$ cat src/rtl/fp16_operand_loader.sv
// Operand/opcode/result register file for the fp16 FPU control FSM, with a
// debounced start strobe and a shadow copy of the FSM's load sequence.
module fp16_operand_loader #(
    parameter int DEBOUNCE_CYCLES = 4,
    parameter int SYNC_STAGES     = 2
) (
    input  logic        clk,
    input  logic        rst,
    input  logic        btn_start,
    input  logic [15:0] data_in,
    input  logic [1:0]  op_in,
    input  logic        enaAFSM,
    input  logic        enaBFSM,
    input  logic        enaOFSM,
    input  logic        enaRFSM,
    input  logic        ready,
    input  logic        error,
    input  logic [15:0] result,
    output logic        start,
    output logic [17:0] A,
    output logic [17:0] B,
    output logic [1:0]  O,
    output logic [15:0] R,
    output logic [15:0] res_q,
    output logic        res_valid,
    output logic        err_flag,
    output logic [3:0]  cls_a,
    output logic [3:0]  cls_b,
    output logic        seq_err
);

    localparam int CNT_W = (DEBOUNCE_CYCLES < 1) ? 1 : $clog2(DEBOUNCE_CYCLES + 1);
    localparam logic [CNT_W-1:0] CNT_MAX = CNT_W'(DEBOUNCE_CYCLES);

    typedef enum logic [2:0] {
        S_IDLE, S_A, S_B, S_OP, S_WAIT, S_DONE, S_ERR
    } shadow_t;

    // {s, e, 1'b0, hidden, f}: exponent passes through, hidden bit is e != 0
    function automatic logic [17:0] unpack(input logic [15:0] d);
        return {d[15], d[14:10], 1'b0, (d[14:10] != 5'd0), d[9:0]};
    endfunction

    // {nan, inf, sub, zero}
    function automatic logic [3:0] classify(input logic [15:0] d);
        logic e_zero, e_max, f_zero;
        e_zero = (d[14:10] == 5'd0);
        e_max  = (d[14:10] == 5'd31);
        f_zero = (d[9:0] == 10'd0);
        return {e_max & ~f_zero, e_max & f_zero, e_zero & ~f_zero, e_zero & f_zero};
    endfunction

    logic [SYNC_STAGES-1:0] sync_q;
    logic [CNT_W-1:0]       cnt_q, cnt_d;
    logic                   lvl_q, lvl_d;
    logic                   sync_out;
    shadow_t                state_q, state_d;
    logic                   moved_q;
    logic                   wrong_state, multi_ena, new_txn;

    // NOTE: every always_comb output gets a default first so no path leaves it
    // unassigned; otherwise synthesis infers a latch.
    always_comb begin
        sync_out = sync_q[SYNC_STAGES-1];
        cnt_d    = cnt_q;
        if (!sync_out)
            cnt_d = '0;
        else if (cnt_q != CNT_MAX)
            cnt_d = cnt_q + CNT_W'(1);
        lvl_d = (DEBOUNCE_CYCLES == 0) ? sync_out : (cnt_d == CNT_MAX);
    end

    always_comb begin
        state_d = state_q;
        case (state_q)
            S_IDLE, S_DONE, S_ERR: if (start) state_d = S_A;
            S_A:                   if (start) state_d = S_B;
            S_B:                   if (start) state_d = S_OP;
            S_OP:                  if (start) state_d = S_WAIT;
            S_WAIT: begin
                if (error)      state_d = S_ERR;
                else if (ready) state_d = S_DONE;
            end
            default:               state_d = S_IDLE;
        endcase
    end

    assign wrong_state = (enaAFSM && state_q != S_A) ||
                         (enaBFSM && state_q != S_B) ||
                         (enaOFSM && state_q != S_OP);
    assign multi_ena   = $countones({enaAFSM, enaBFSM, enaOFSM, enaRFSM}) > 1;
    assign new_txn     = start && (state_q == S_IDLE || state_q == S_DONE || state_q == S_ERR);

    // NOTE: sequential state uses non-blocking assignments so every register
    // samples pre-edge values regardless of statement order.
    always_ff @(posedge clk or negedge rst) begin
        if (!rst) begin
            sync_q    <= '0;
            cnt_q     <= '0;
            lvl_q     <= 1'b0;
            start     <= 1'b0;
            state_q   <= S_IDLE;
            moved_q   <= 1'b0;
            A         <= '0;
            B         <= '0;
            O         <= '0;
            R         <= '0;
            cls_a     <= '0;
            cls_b     <= '0;
            res_q     <= '0;
            res_valid <= 1'b0;
            err_flag  <= 1'b0;
            seq_err   <= 1'b0;
        end else begin
            sync_q  <= {sync_q[SYNC_STAGES-2:0], btn_start};
            cnt_q   <= cnt_d;
            lvl_q   <= lvl_d;
            start   <= lvl_d & ~lvl_q;
            state_q <= state_d;
            moved_q <= (state_d != state_q);

            if (enaAFSM) begin
                A     <= unpack(data_in);
                cls_a <= classify(data_in);
            end
            if (enaBFSM) begin
                B     <= unpack(data_in);
                cls_b <= classify(data_in);
            end
            if (enaOFSM) O <= op_in;
            if (enaRFSM) R <= result;

            // The FSM decodes its state a cycle late, so skip the check right after a move
            if ((wrong_state && !moved_q) || multi_ena)
                seq_err <= 1'b1;

            if (error) begin
                err_flag <= 1'b1;
            end else if (ready) begin
                res_q     <= R;
                res_valid <= 1'b1;
            end

            if (new_txn) begin
                res_valid <= 1'b0;
                err_flag  <= 1'b0;
            end
        end
    end

endmodule

$ cat config.mk
export PLATFORM = sky130hd
export DESIGN_NAME = fp16_operand_loader
export DESIGN_NICKNAME = d
export VERILOG_FILES = /design/src/rtl/fp16_operand_loader.sv
export SDC_FILE = /design/constraint.sdc
export NUM_CORES = 1
export LEC_CHECK = 0
export CAP_MARGIN = 5
export CORE_MARGIN = 2
export CORE_UTILIZATION = 30
export DETAILED_ROUTE_END_ITERATION = 12
export SETUP_SLACK_MARGIN = 0.4
export SLEW_MARGIN = 5
export SYNTH_ARGS = -nofsm -noshare
export SYNTH_HDL_FRONTEND = slang
export SYNTH_SLANG_ARGS = --single-unit
$ cat constraint.sdc
create_clock -name clk -period 3.6 [get_ports clk]
set_input_delay 0.36 -clock clk [delete_from_list [all_inputs] [get_ports clk]]
set_output_delay 0.36 -clock clk [all_outputs]
set_load 0.02 [all_outputs]
======== Word level (Yosys, flattened, before mapping) ========
Index checks and enable logic that the tools add are counted.
operators by class
  $add $sub $neg .......................... 4
  $mul .................................... 0
  divide/modulo/power cells ............... 0
  magnitude comparators ................... 1
  eq/ne operators ......................... 14
  shift-type cells ........................ 0
  mux-type cells .......................... 14
  bitwise gates (word level) .............. 8
  reduce and logical (&&, ||, !) cells .... 20
operator list
  operator                                                                  number
  3-bit 2-to-1 mux                                                          8
  3-bit one-hot mux with 5 select lines                                     1
  3-bit == test (second input constant)                                     4
  10-bit logical NOT                                                        1
  3-bit by 2-bit == test with 1-bit output (second input constant)          2
  3-bit by 2-bit inequality test with 1-bit output (second input constant)  2
  1-bit bitwise AND                                                         5
  5-bit == test (second input constant)                                     1
  1-bit logical AND                                                         5
  5-bit logical NOT                                                         1
  1-bit logical OR                                                          5
  1-bit 2-to-1 mux                                                          5
  5-bit nonzero test                                                        1
  1-bit by 1-bit adder with 2-bit output                                    2
  2-bit AND reduction                                                       2
  2-bit nonzero test                                                        2
  2-bit by 2-bit adder with 3-bit output                                    1
  3-bit by 1-bit adder with 3-bit output (second input constant)            1
  3-bit by 1-bit == test with 1-bit output (second input constant)          1
  3-bit by 1-bit > comparator with 1-bit output (second input constant)     1
  3-bit logical NOT                                                         1
  3-bit by 1-bit inequality test with 1-bit output (second input constant)  1
  3-bit inequality test                                                     1
  3-bit inequality test (second input constant)                             1
  4 further kinds                                                           6
word-level totals
  register bits after elaboration ......... 90
  latch bits .............................. 0
  bits in writable memories ............... 0
  memory bits (read-only) ................. 0
  input port bits ......................... 43
  output and inout port bits .............. 82
  word-level logic and storage cells ...... 77
  memories ................................ 0

======== Longest topological paths before layout ========
  word-level depth ........................ 6
  gate-level depth with buffers ........... 7
  depth with buffers taken out ............ 5

======== Worst setup path before layout ========
OpenSTA, ideal clock, no wires.
  path kind ............................... input -> register
  from .................................... input port enaRFSM
  to ...................................... register seq_err
  arrival time ............................ 1.728 ns
  data required time ...................... 3.467 ns
  slack ................................... 1.738 ns
  stages .................................. 7
  path buffers ............................ 2
  cell sequence ........................... buf_2 buf_2 inv_1 fa_1 nand4b_1 a311oi_1 o31ai_1
between the ends
  longest elaborated chain between the ends .. 4
RTL lines
  item                                                          RTL line  source
  start, declared                                               15        input logic enaRFSM,
  1-bit by 1-bit adder with 2-bit output (not written as such)  91        assign multi_ena = $countones({enaAFSM, enaBFSM, enaOFSM, enaRFSM}) > 1;
  2-bit by 2-bit adder with 3-bit output (not written as such)  91
  3-bit by 1-bit > comparator with 1-bit output                 91
  1-bit logical OR                                              134       if ((wrong_state && !moved_q) || multi_ena)
  end signal, assigned                                          113       seq_err <= 1'b0;
  end signal, assigned                                          135       seq_err <= 1'b1;
  end, declared                                                 29        output logic seq_err
Every way passes these cells.
A chain may end at the register's enable or synchronous reset.

======== Worst setup path after layout ========
  from .................................... input port enaAFSM
  to ...................................... register seq_err
between the ends
  longest elaborated chain between the ends .. 5
  elaborated cells on any way between the ends .. 8
  those cells by class .................... add/sub (2); order compare (1); reduce/logical (5)
RTL lines
  item                                                                                            RTL line  source
  start, declared                                                                                 12        input logic enaAFSM,
  parallel branches: the longest is 4 deep, another holds 2-bit by 2-bit adder with 3-bit output  --
  1-bit logical OR *                                                                              134
Mark *: on every way between the ends.

==> results.md <==
* Outcome: completed
* Post-Layout Cell Count at 530
* Clk root buf: clkbuf_16
* Logic pwr share at 0.216
* # Max-Cap Violations at 0
* Worst hold path startpoint: sync_q[0]
* Total CTS buffers at 9
* Final Core Density at 0.447
* CTS tree: done
* Final Critical Period at 2100 ps
* Hold Vio Cnt, Final at 0
* GP Congestion at 0.716
* DRC errors left at 0
* Clock power frac at 0.357
* LEAKAGE at 2.24 nW
* Max frequency at 476 MHz
* Cell Area, Synth at 3690 um2
* Initial antenna violation count at 0
* DR pass1 iterations at 4
* Fin. max-slew vios at 0
* Std cell rows at 40
* I/O pins at 125
* Worst-margin pin slew at 541 ps
* Initial Util at 0.308
* CP arrival at 2330 ps
* Most used DFF post-synth: dfrtp_1
* Syn-to-layout area delta at 45.3%
* CP Data Required Time at 3830 ps
* Crit. Startpoint: enaAFSM
* Inserted Diodes at 0
* Total GRT Usage at 0.135
* Setup TNS at 0 ps
* Worst skew pair latency at 350 ps
* Post-synth EDFFs at 0
* Count of input and output buffers at 122
* Final WL at 8240 um
* CP Buf/Inv Count at 3
* Remaining global-route overflow at 0
* Psw at 0.779 mW
* Vias per cell at 4.70
* Cells after DPL at 513
* Via count at 2490
* RSZ-0062 raised after global routing: no
* Seq/Total Area, Yosys at 0.610
* Endpoints failing setup at 0
* Crit path max-delay family: buffers and inverters
* Fin nets at 424
* Die Span Y at 115 um
* Vias in the first global route at 2631
* Crit path max fanout at 21
* Crit Reg-Reg Startpoint: cnt_q[0]
* Max stage delay cell, worst path: fa_1
* Remaining antenna violation count at 0
* Clock Tree Buf Depth at 2
* Largest net degree at the start of global routing at 43
* Worst slew margin at 0.639
* Clock sinks at 90
* Post-CTS Setup Bufs at 0
* Hold WC Path Type: flip-flop to flip-flop
* Cell Pwr Density at 535 nW/um2
* Warnings, synthesis at 0
* Crit path cell chain: clkdlybuf4s50_1, buf_4, inv_1, fa_1, nand4b_1, a311oi_1, o31ai_1
* Worst slack, placed at 1110 ps
* Die X at 115 um
* Total Power at 2.87 mW
* Synth async-reset ratio at 1.00
* Clock transition at path regs at 70 ps
* Crit. End Element: flip-flop
* Post-Syn Instances at 252
* Synth Area per Inst at 14.7 um2
* Unique cell type count in the Yosys netlist at 43
* Routed len/inst at 15.5 um
* Post_cts resized at 0
* Fin Clk Skew at 7.94 ps
* First-pass GRT wire length at 13600 um
* Crit Path Class: primary input to flip-flop
* Initial drt markers at 124
* Setup ws final at 1500 ps
* VDD IR-drop max at 0.267 mV
* Core area at 12000 um2
* Synth Register Bits at 90
* Detail Placement HPWL at 6000 um
* DIE AREA at 13200 um2
* CTS H-Tree Depth at 3
* Max incr delay on CP at 580 ps
* CP Launch Type: primary input
* P_int at 2.09 mW
* Tcrit/Tclk final at 0.583
* Sequential power share at 0.426
* Filler cells at 1150
* Hold-fix buffers at CTS at 1
* Switch share at 0.271
* Share of layout cells above drive strength 1 at 0.238
-- final timing paths --
| check | to | slack [ps] | cells after the start |
|---|---|---|---|
| hold / removal | sync_q[1] | 350 | 0 |
| max in group asynchronous | state_q[2] | 2380 | 3 |
| setup / recovery | seq_err | 1500 | 7 |
| hold reg to reg | sync_q[1] | 350 | 0 |
| min in group asynchronous | B[4] | 410 | 2 |
| setup reg to reg | start | 2200 | 5 |
-- metrics by stage --
stage | hold WS, ps | instance area, um2
after floorplan | 64.4 | 3700
after global placement | 240 | 5030
after detailed placement | 243 | 5030
after CTS | 348 | 5370
after global routing | 355 | 5370
final | 348 | 5370
-- worst reg2reg max path, cell delays in order (launching register included) --
cell	delay, ps
dfrtp_1	450
inv_1	70
ha_1	270
nor3b_1	190
o21ai_0	130
a211oi_1	210
-- routing by layer --
layer	vias to the layer above	GRT usage	routed length, um
met5	-	0	0
met3	9	0.0427	388
met1	1269	0.156	3360
li1	1157	-	-
met4	0	0.0554	135
met2	55	0.231	4360
-- cells by family (layout without fill, tap and decap cells) --
kind of cell | Yosys count | count (layout) | synth area share
flops | 90 | 90 | 0.610
mux | 66 | 66 | 0.210
compound gates | 38 | 38 | 0.0742
simple gates | 27 | 27 | 0.0478
buf+inv | 25 | 155 | 0.0403
fa+ha+maj | 3 | 3 | 0.0122
xor+xnor | 2 | 2 | 0.00474
other cells | 1 | 2 | 0.00101
-- placed cells by master (no fill, tap or decap), types with 2 or more instances in the layout --
cell,instances
a21oi_1,8
a21boi_0,2
o21a_1,4
o2bb2ai_1,8
inv_1,11
clkbuf_16,9
a311oi_1,2
and4_1,2
buf_4,6
dfrtp_1,90
mux2_2,57
ha_1,2
nor2_1,4
nand3_1,4
conb_1,2
bufinv_16,2
clkdlybuf4s50_1,121
mux2_4,9
o21ai_0,4
nor4_1,3
o31ai_1,2
nand2_1,2
clkinvlp_4,2
nand3b_1,3
-- power by group through the flow --
stage,Combinational [mW],Sequential [mW],Clock [mW]
floorplan,0.253,1.32,0
detailed placement,0.629,1.24,0
global placement,0.620,1.24,0
global route,0.673,1.25,1.10
CTS,0.631,1.23,1.05
finish,0.622,1.22,1.03
-- synth_stat cells (all sizes together) (2+ instances only) --
| cell | count | share of area |
|---|---|---|
| nor2 | 4 | 0.0041 |
| a21oi | 8 | 0.011 |
| a21boi | 2 | 0.0041 |
| o21ai | 4 | 0.0054 |
| nand2 | 2 | 0.0020 |
| buf | 14 | 0.029 |
| o21a | 4 | 0.0081 |
| dfrtp | 90 | 0.61 |
| mux2 | 66 | 0.21 |
| inv | 11 | 0.011 |
| nand3 | 4 | 0.0054 |
| o2bb2ai | 8 | 0.019 |
| o31ai | 2 | 0.0041 |
| a311oi | 2 | 0.0047 |
| ha | 2 | 0.0068 |
| nand3b | 3 | 0.0061 |
| nor4 | 3 | 0.0051 |
| and4 | 2 | 0.0047 |
-- state kept, by name (all words and copies together) (netlist names), 3 cells and up --
name / cells
A: 17
B: 17
R: 16
cls_a: 4
cls_b: 4
cnt_q: 3
res_q: 16
state_q: 3
-- layout make-up --
type | instances | area [um2] | area share
sequential | 90 | 2250 | 0.419
multi-input combinational | 138 | 1300 | 0.242
timing repair buffer | 128 | 1270 | 0.236
clock buffer | 10 | 239 | 0.0445
tap | 147 | 184 | 0.0343
clock inverter | 6 | 88.8 | 0.0165
inverter | 11 | 41.3 | 0.00769
(Power assumes the default switching activity.)
